===== src/rtl/cnn_acc_ci_sched.sv =====
// cnn_acc_ci_sched: sequences one shared CI-accumulator datapath across CO
// output channels for each accepted input window. It collects each channel
// sum into a packed buffer and presents that buffer downstream.
//
// Handshakes:
//   i_win_valid/o_win_ready: a window is accepted on a clock edge where both
//   are high. o_win_ready is high only in IDLE.
//   o_ot_valid/i_ot_ready: the result is consumed on a clock edge where both
//   are high. o_ot_valid and o_ot_data hold steady until that edge.
//   o_acc_in_valid is a one-cycle start pulse with no ready. The datapath
//   answers with a single-cycle i_acc_valid some cycles later.
//
// A watchdog bounds the time spent waiting for each channel. When it
// expires, the datapath gets a one-cycle soft reset and the same channel is
// issued again.
module cnn_acc_ci_sched #(
    parameter int CO        = 3,
    parameter int ACC_BW    = 24,
    parameter int CO_IDX_BW = 2,
    parameter int TIMEOUT   = 15
) (
    input  logic                   clk,
    input  logic                   reset_n,
    input  logic                   i_soft_reset,
    input  logic                   i_win_valid,
    output logic                   o_win_ready,
    output logic [CO_IDX_BW-1:0]   o_w_sel,
    output logic                   o_acc_in_valid,
    output logic                   o_acc_soft_reset,
    input  logic                   i_acc_valid,
    input  logic [ACC_BW-1:0]      i_acc_data,
    input  logic                   i_ot_ready,
    output logic                   o_ot_valid,
    output logic [CO*ACC_BW-1:0]   o_ot_data,
    output logic                   o_busy,
    output logic                   o_err
);

    localparam int WD_BW = $clog2(TIMEOUT + 1);

    typedef enum logic [1:0] {
        S_IDLE  = 2'd0,
        S_ISSUE = 2'd1,
        S_WAIT  = 2'd2,
        S_OUT   = 2'd3
    } state_t;

    state_t                 r_state;
    logic [CO_IDX_BW-1:0]   r_co;
    logic [WD_BW-1:0]       r_wd_cnt;
    logic [CO*ACC_BW-1:0]   r_buf;
    logic                   r_err;
    logic                   r_wd_pulse;
    logic                   r_acc_in_valid;
    logic                   r_ot_valid;
    logic                   r_win_ready;
    logic                   r_busy;

    // Watchdog expiry: this WAIT cycle would bring the count to TIMEOUT
    // without a result. A result arriving in the same cycle takes priority.
    logic w_wd_fire;
    assign w_wd_fire = (r_state == S_WAIT) && !i_acc_valid
                       && (r_wd_cnt == WD_BW'(TIMEOUT - 1));

    // This cycle's result belongs to the last channel of the window.
    logic w_last_ch;
    assign w_last_ch = (r_co == CO_IDX_BW'(CO - 1));

    // Scheduler FSM. All of its outputs are registered.
    always_ff @(posedge clk or negedge reset_n) begin
        if (!reset_n) begin
            r_state        <= S_IDLE;
            r_co           <= '0;
            r_wd_cnt       <= '0;
            r_buf          <= '0;
            r_err          <= 1'b0;
            r_wd_pulse     <= 1'b0;
            r_acc_in_valid <= 1'b0;
            r_ot_valid     <= 1'b0;
            r_win_ready    <= 1'b1;
            r_busy         <= 1'b0;
        end else if (i_soft_reset) begin
            r_state        <= S_IDLE;
            r_co           <= '0;
            r_wd_cnt       <= '0;
            r_buf          <= '0;
            r_err          <= 1'b0;
            r_wd_pulse     <= 1'b0;
            r_acc_in_valid <= 1'b0;
            r_ot_valid     <= 1'b0;
            r_win_ready    <= 1'b1;
            r_busy         <= 1'b0;
        end else begin
            r_wd_pulse     <= 1'b0;
            r_acc_in_valid <= 1'b0;
            case (r_state)
                S_IDLE: begin
                    if (i_win_valid) begin
                        r_co           <= '0;
                        r_state        <= S_ISSUE;
                        r_acc_in_valid <= 1'b1;
                        r_win_ready    <= 1'b0;
                        r_busy         <= 1'b1;
                    end
                end
                S_ISSUE: begin
                    r_wd_cnt <= '0;
                    r_state  <= S_WAIT;
                end
                S_WAIT: begin
                    if (r_wd_cnt != WD_BW'(TIMEOUT))
                        r_wd_cnt <= r_wd_cnt + WD_BW'(1);
                    if (i_acc_valid) begin
                        for (int c = 0; c < CO; c++) begin
                            if (r_co == CO_IDX_BW'(c))
                                r_buf[c*ACC_BW +: ACC_BW] <= i_acc_data;
                        end
                        if (w_last_ch) begin
                            r_state    <= S_OUT;
                            r_ot_valid <= 1'b1;
                        end else begin
                            r_co           <= r_co + CO_IDX_BW'(1);
                            r_state        <= S_ISSUE;
                            r_acc_in_valid <= 1'b1;
                        end
                    end else if (w_wd_fire) begin
                        r_wd_pulse     <= 1'b1;
                        r_err          <= 1'b1;
                        r_state        <= S_ISSUE;
                        r_acc_in_valid <= 1'b1;
                    end
                end
                S_OUT: begin
                    if (i_ot_ready) begin
                        r_ot_valid  <= 1'b0;
                        r_state     <= S_IDLE;
                        r_win_ready <= 1'b1;
                        r_busy      <= 1'b0;
                    end
                end
                default: begin
                    r_state <= S_IDLE;
                end
            endcase
        end
    end

    assign o_win_ready      = r_win_ready;
    assign o_w_sel          = r_co;
    assign o_acc_in_valid   = r_acc_in_valid;
    assign o_acc_soft_reset = i_soft_reset | r_wd_pulse;
    assign o_ot_valid       = r_ot_valid;
    assign o_ot_data        = r_buf;
    assign o_busy           = r_busy;
    assign o_err            = r_err;

endmodule


===== config.mk =====
export PLATFORM = sky130hd
export DESIGN_NAME = cnn_acc_ci_sched
export DESIGN_NICKNAME = d
export VERILOG_FILES = /design/src/rtl/cnn_acc_ci_sched.sv
export SDC_FILE = /design/constraint.sdc
export NUM_CORES = 1
export LEC_CHECK = 0
export ABC_AREA = 1
export BUFFER_PORTS_ARGS = -buffer_cell sky130_fd_sc_hd__buf_2
export CORE_MARGIN = 4
export CORE_UTILIZATION = 45
export CTS_CLUSTER_DIAMETER = 150
export DETAILED_ROUTE_END_ITERATION = 10
export PLACE_DENSITY = 0.83
export SLEW_MARGIN = 25
export SYNTH_ARGS = -nofsm -noshare
export SYNTH_HDL_FRONTEND = slang
export SYNTH_SLANG_ARGS = --single-unit

===== constraint.sdc =====
create_clock -name clk -period 2.2 [get_ports clk]
set_input_delay 0.33 -clock clk [delete_from_list [all_inputs] [get_ports clk]]
set_output_delay 0.33 -clock clk [all_outputs]
set_load 0.005 [all_outputs]

======== Word level (Yosys, flattened, before mapping) ========
Cells that the tools add are included.
W data, S select, Z words.
operators by class
  reductions and logical operators ........ 24
  bitwise logic cells ..................... 1
  eq/ne operators ......................... 15
  $add $sub $neg .......................... 2
  multiplexer cells ....................... 46
operators with widths
  operator               number
  $mux W72               3
  $mux W24               3
  $mux W1                21
  $mux W2                10
  $reduce_and A3 Y1      6
  $ne A3 B3 Y1 const B   5
  $reduce_bool A2 Y1     6
  $reduce_bool A3 Y1     4
  $mux W4                2
  $ne A4 B4 Y1 const B   2
  $pmux W1 S2            4
  $pmux W2 S4            1
  $pmux W4 S2            1
  $reduce_and A4 Y1      2
  $eq A2 B2 Y1 const B   3
  $add A4 B1 Y4 const B  1
  $eq A2 B1 Y1 const B   2
  $eq A4 B4 Y1 const B   1
  $logic_not A2 Y1       2
  $pmux W2 S2            1
  $ne A3 B2 Y1 const B   1
  $add A2 B1 Y2 const B  1
  $logic_and A1 B1 Y1    2
  $ne A2 B2 Y1 const B   1
  other kinds (3)        3
storage, ports and cells
  flip-flop bits (word level) ............. 86
  logic and storage cells ................. 100

======== Depth between registers and ports, before layout ========
Gate-level depths: netlist of the first run.
  depth after elaboration ................. 7
  depth in mapped cells ................... 8
  mapped depth without buffers ............ 8

======== Least setup slack after synthesis of the first run ========
OpenSTA, ideal clock, no wires.
  kind .................................... register to register
  start point ............................. register r_co[0], in the netlist o_w_sel[0]
  end point ............................... register r_buf[48], in the netlist o_ot_data[48]
  data arrival time ....................... 1,256 ps
  buffers on the path ..................... 1
  path slack .............................. 862 ps
  required time ........................... 2,117 ps
  stages on the path, launching flop included .. 8
  path through ............................ dfrtp_1 > inv_1 > ha_1 > nand2_1 > nor2_2 > buf_2 > nand2_1 > o21ai_0
on the way
  word-level cells in the longest chain between the ends .. 3
ends and longest elaborated chain
  what                            RTL line  text
  start: declaration              49        logic [CO_IDX_BW-1:0] r_co;
  start signal: assignment        122       r_co <= r_co + CO_IDX_BW'(1);
  $eq A2 B2 Y1                    115       if (r_co == CO_IDX_BW'(c))
  $reduce_bool A2 Y1 (no line)    --
  $reduce_and A3 Y1 (no line)     --
  end signal: indexed assignment  116       r_buf[c*ACC_BW +: ACC_BW] <= i_acc_data;
  end: declaration                51        logic [CO*ACC_BW-1:0] r_buf;
No other way between the ends.
A chain may end at the register's enable or synchronous reset.

======== Worst setup path after layout of the first run ========
  start point ............................. register r_co[1], in the netlist o_w_sel[1]
  end point ............................... register r_buf[44], in the netlist o_ot_data[44]
on the way
  word-level cells in the longest chain between the ends .. 3
ends and longest elaborated chain
  what                          RTL line
  $eq A2 B1 Y1                  115
  $reduce_bool A2 Y1 (no line)  --
  $reduce_and A3 Y1 (no line)   --
No other way between the ends.

==> metrics.txt, run 1 <==
Setup Buffers After CTS 0; Post-CTS Resized 0; GRT Residual Overflow 0; share of layout cells above drive strength 1 0.247; vias in the first global route 3277; First-pass DRT Iterations 4; IO Pins 110; Die Ht 100 microns; max-slew violations 0; worst-skew pair later-pin latency 0.35 ns; IO Port Bufs 109; drt total wl 9160 microns; Setup WS pre-CTS 0.517 ns; Core Footprint 0.00822 sq mm; vias per cell 4.81; fin cells 688; Nets 613; Avg WL per Cell 13.3 microns; DRT iter0 DRCs 167; CTS tree done; Post-Syn Area per Cell 8.18 sq um; Die X 100 microns; unrepaired setup endpoints after global routing no; total CTS buffers 9; max incr delay on CP 0.51 ns; Setup Viol. Count Final 0; leakage 0.00256 uW; largest net degree at the start of global routing 47; hold path depth 2; crit-path most repeated cell nand2_1; post-layout min period 1.69 ns; Max Root-Sink Buffers 2; maximum clock frequency 0.592 GHz; CP Depth 7; Final Instance Area 0.00474 sq mm; die footprint 0.0100 sq mm; gr usage total 0.197; CP endpoint kind flop; Worst Skew 0.0116 ns; Worst EP arrival 1.97 ns; CP Data Required Time 2.48 ns; setup TNS 0 ns; Initial Util 0.465; Top delay family on crit path compound AO/OA/AOI/OAI gates; n_diodes 0; CTS Hold Bufs 1; Hold Crit Class in -> reg; depth of the worst register-to-register path 7; clock-pin slew of the registers on the worst-case setup and hold paths 0.10 ns; H-tree levels 3; Tcrit/Tclk final 0.768; ANT nets after route 0; Crit-path slowest cell o21ai_4; Yosys Warn Count 0; status complete, no violations; crit-path cells inv_1 > ha_1 > nand2_1 > o21ai_4 > buf_12 > nand2_1 > o21ai_1; critical path class reg -> reg; worst slew pin tran 0.588 ns; CP max FO 26; Synth Instances 467; via count 3307; CTS sink count 86; WP buf/inv 2; fin worst setup slack 0.510 ns; DR DRC count 0; Synthesized Nets 502; max_cap viols 0; Synth Register Bits 86; Layout area overhead 24.0%; Worst slew margin 0.606; area post-placement 0.00450 sq mm; peak supply drop 0.000359 V; first-pass GRT wire length 15700 microns; dpl hpwl 6720 microns; dpl cells 671; row count 33; startpoint types flop; GPL Wtd Cong 0.818; Root Driver clkbuf_8; Power, Total 3440 uW; post-synthesis sequential area ratio 0.564; Hold Fails Final Rpt 0; reg2reg setup slack 0.51 ns; Post-Syn Area 0.00382 sq mm; PwrDens 726 mW/mm^2; initial antenna violation count 0; synth unique cells 21
-- final cells by class --
cell class                 count  area [sq um]
fill                         743          3480
sequential                    86          2150
multi-input combinational    254          1170
timing repair buffer         119           651
inverter                     108           405
tap                          105           131
clock buffer                   9           124
clock inverter                 7           104
-- stage by stage --
stage | hold slack [ns] | utilization
3_3_place_gp | 0.360 | 0.548
6_report | 0.243 | 0.577
4_1_cts | 0.221 | 0.577
2_1_floorplan | 0.0344 | -
5_1_grt | 0.242 | 0.577
3_5_place_dp | 0.374 | 0.548
-- Yosys cell counts --
cell,count,share of area
a31oi_1,1,0.0016
buf_1,2,0.0020
buf_2,7,0.0092
buf_4,7,0.014
clkbuf_1,3,0.0029
dfrtp_1,85,0.56
dfstp_2,1,0.0069
ha_1,5,0.016
inv_1,106,0.10
inv_2,2,0.0020
nand2_1,103,0.10
nand2_4,1,0.0029
nand3_1,15,0.020
nand4_1,3,0.0049
nor2_1,41,0.040
nor2_2,1,0.0016
nor3_1,1,0.0013
o21ai_0,30,0.039
o21ai_1,48,0.063
o21ai_2,3,0.0069
or2_2,2,0.0033
-- routing by layer --
layer / routed length [microns] / global-route usage / vias up
li1: - / - / 1630
met1: 4060 / 0.264 / 1536
met2: 4410 / 0.315 / 129
met3: 609 / 0.0514 / 12
met4: 85 / 0.0601 / 0
met5: 0 / 0 / -
-- state kept, by name, indices dropped and copies added (netlist names) --
register / flops
o_busy: 1
r_state: 2
r_wd_pulse: 1
o_win_ready: 1
r_wd_cnt: 4
o_ot_data: 72
o_w_sel: 2
o_acc_in_valid: 1
o_ot_valid: 1
o_err: 1
-- final timing paths --
path / from / end
max in group asynchronous: reset_n / r_wd_cnt[0]
min in group asynchronous: reset_n / o_err
setup / recovery: o_w_sel[1] / o_ot_data[44]
hold reg to reg: o_ot_valid / o_ot_valid
hold / removal: i_acc_valid / r_wd_pulse
setup reg to reg: o_w_sel[1] / o_ot_data[44]
-- logic make-up after synthesis --
logic type | after synthesis | share of synthesized area
AO/OA/AOI/OAI | 82 | 0.111
adder cells (fa/ha/maj) | 5 | 0.0164
buffers and inverters | 127 | 0.134
flip-flops | 86 | 0.564
AND/OR/NAND/NOR | 167 | 0.175
-- power breakdown --
part / internal, uW / total (uW) / switching, uW / leakage [uW]
Combinational: 171 / 443 / 273 / 0.00131
Sequential: 1680 / 1740 / 65.5 / 0.00115
Clock: 655 / 1260 / 601 / 0.000108
Total: 2500 / 3440 / 939 / 0.00256
-- placed cells by master, fill, tap and decap left out --
cell | Yosys | layout
dlygate4sd3_1 | 0 | 1
o21ai_4 | 0 | 2
inv_2 | 2 | 2
o21ai_2 | 3 | 1
dfrtp_1 | 85 | 85
buf_12 | 0 | 2
inv_6 | 0 | 2
bufinv_16 | 0 | 2
nand2_4 | 1 | 1
clkbuf_8 | 0 | 9
o21ai_1 | 48 | 48
inv_1 | 106 | 106
clkinvlp_4 | 0 | 2
nand4_1 | 3 | 3
nor2_1 | 41 | 41
ha_1 | 5 | 5
nand3_1 | 15 | 15
nor3_1 | 1 | 1
inv_8 | 0 | 1
buf_2 | 7 | 108
a31oi_1 | 1 | 1
nor2_2 | 1 | 1
or2_2 | 2 | 2
dfstp_2 | 1 | 1
buf_4 | 7 | 8
o21ai_0 | 30 | 30
nand2_1 | 103 | 103
Power figures use the tool's default switching activity.
==> inputs of run 2 (changes only) <==
--- a/config.mk
+++ b/config.mk
@@ -11,7 +11,7 @@
 export CORE_UTILIZATION = 45
 export CTS_CLUSTER_DIAMETER = 150
 export DETAILED_ROUTE_END_ITERATION = 10
-export PLACE_DENSITY = 0.83
+export PLACE_DENSITY = 0.86
 export SLEW_MARGIN = 25
 export SYNTH_ARGS = -nofsm -noshare
 export SYNTH_HDL_FRONTEND = slang
==> constraint.sdc (replaced) <==
create_clock -name clk -period 1.4 [get_ports clk]
set_input_delay 0.21 -clock clk [delete_from_list [all_inputs] [get_ports clk]]
set_output_delay 0.21 -clock clk [all_outputs]
set_load 0.005 [all_outputs]
==> metrics.txt, run 2 (synthesis results as in run 1) <==
row count 33 (unchanged); CP Data Required Time 1.68 ns (-0.80 ns); startpoint types flop; Worst EP arrival 1.69 ns (-0.28 ns); max-slew violations 0 (unchanged); ANT nets after route 0 (unchanged); most frequent cells in the layout 108 x buf_2, 104 x inv_1, 100 x nand2_1; share of layout cells above drive strength 1 0.282 (+0.0347); leakage 0.00272 uW (+6.1%); unrepaired setup endpoints after global routing yes; crit-path cells inv_2 > ha_1 > nand2_2 > o21ai_4 > buf_12 > clkbuf_16 > nand2_1 > o21ai_1; failing checks negative setup slack; Nets 632 (+3.1%); setup TNS -0.0161 ns (-0.0161 ns); dpl cells 676 (+0.75%); die footprint 0.0100 sq mm (unchanged); PwrDens 1040 mW/mm^2 (+43%); gr usage total 0.204 (+0.00681); Hold Fails Final Rpt 0 (unchanged); CTS tree done; first-pass GRT wire length 16300 microns (+4.0%); max_cap viols 0 (unchanged); CP max FO 8 (-69%); status finished, violations left; DR DRC count 0 (unchanged); most common cell after layout, fill and taps aside buf_2; vias per cell 4.91 (+2.2%); maximum clock frequency 0.708 GHz (+20%); Tcrit/Tclk final 1.01 (+0.241); Min Hold Slack 0.128 ns (-0.115 ns); Avg WL per Cell 15.0 microns (+13%); max incr delay on CP 0.42 ns (-0.09 ns); Setup WS pre-CTS -0.0688 ns (-0.586 ns); total CTS buffers 9 (unchanged); IO Pins 110 (unchanged); Layout area overhead 32.5%; vias in the first global route 3407 (+4.0%); Setup Viol. Count Final 4 (+4); peak supply drop 0.000607 V (+69%); fin worst setup slack -0.0124 ns (-0.522 ns); dpl hpwl 6950 microns (+3.4%); CP endpoint kind flop; n_diodes 0 (unchanged); Crit-path slowest cell dfrtp_1; Hold Crit Class in -> reg; Worst Skew 0.0147 ns (+0.00310 ns); area post-placement 0.00458 sq mm (+1.7%); worst-skew pair later-pin latency 0.35 ns (about the same); GPL Wtd Cong 0.848 (+3.7%); Worst slew margin 0.691 (+0.0844); GRT Residual Overflow 0 (unchanged); Max Root-Sink Buffers 2 (unchanged); via count 3462 (+4.7%); initial antenna violation count 0 (unchanged); worst slew pin tran 0.464 ns (-0.124 ns); Root Driver clkbuf_8; drt total wl 10600 microns (+16%); Die Ht 100 microns (unchanged); H-tree levels 3 (unchanged); clock-pin slew of the registers on the worst-case setup and hold paths 0.08 ns (-0.02 ns); Top delay family on crit path flip-flops; Die X 100 microns (unchanged); fin cells 705 (+2.5%); CTS sink count 86 (unchanged); First-pass DRT Iterations 4 (unchanged); Core Footprint 0.00822 sq mm (unchanged); max reg flops 72 (unchanged); critical path class reg -> reg; largest net degree at the start of global routing 87 (+85%); DRT iter0 DRCs 182 (+9.0%); Final Instance Area 0.00506 sq mm (+6.8%); WP buf/inv 3 (+1); post-layout min period 1.41 ns (-0.278 ns); Initial Util 0.465 (unchanged); IO Port Bufs 109 (unchanged)
-- run 2: cell types whose count changed in the layout (fill, tap and decap cells not counted), sizes merged --
cell | before | now
clkinv | 0 | 1
clkbuf | 9 | 16
buf | 118 | 131
inv | 111 | 108
bufinv | 2 | 1
-- run 2: final cells by class --
type,instances,area (sq um)
Timing Repair Buffer,138,987
Fill cell,674,3160
Multi-Input combinational cell,254,1200
Sequential cell,86,2150
Clock inverter,4,50.0
Tap cell,105,131
Clock buffer,10,128
Inverter,108,405
-- run 2: worst paths after layout --
| path | startpoint | to | slack, ns | cells after the start |
|---|---|---|---|---|
| worst min-delay path | i_ot_ready | o_win_ready | 0.13 | 3 |
| worst max register to register | o_w_sel[1] | o_ot_data[42] | -0.01 | 8 |
| min in group asynchronous | reset_n | o_err | 0.42 | 3 |
| max in group asynchronous | reset_n | o_win_ready | 0.60 | 3 |
| worst min register to register | o_win_ready | o_win_ready | 0.47 | 2 |
| worst max-delay path | o_w_sel[1] | o_ot_data[42] | -0.01 | 8 |
-- run 2: routing by layer --
layer,GRT usage,share of wire,vias to the layer above
met1,0.267,0.43,1650
met5,0,0,-
li1,-,-,1664
met4,0.0746,0.017,0
met3,0.0361,0.062,15
met2,0.339,0.49,133
-- run 2: report_power, final --
| part | leakage [uW] | total (uW) | switching, uW | internal (uW) |
|---|---|---|---|---|
| registers | 0.00115 | 2730 | 92.7 | 2630 |
| logic | 0.00149 | 880 | 492 | 388 |
| clock network | 0.0000842 | 1660 | 858 | 803 |
-- run 2: repair_timing --
item / CTS / global route
pin swaps: 2 / 1
hold buffers: 1 / 0
endpoints found under the hold margin: 85 / 0
gates cloned: 2 / 6
setup buffers: 4 / 3
gates resized for setup: 8 / 13
setup endpoints to repair: 22 / 80
-- run 2: through the flow --
stage / utilization / power, uW
after global placement: 0.557 / 3490
final: 0.616 / 5270
after global routing: 0.616 / 5530
after floorplan: - / 3140
after CTS: 0.592 / 5210
after detailed placement: 0.557 / 3520
-- run 2: worst reg2reg max path: cells and delay by family, from the launching register on --
family | cells | cell delay [ns]
compound gates | 2 | 0.25
simple gates | 2 | 0.14
flops | 1 | 0.42
fa+ha+maj | 1 | 0.16
buf+inv | 3 | 0.38
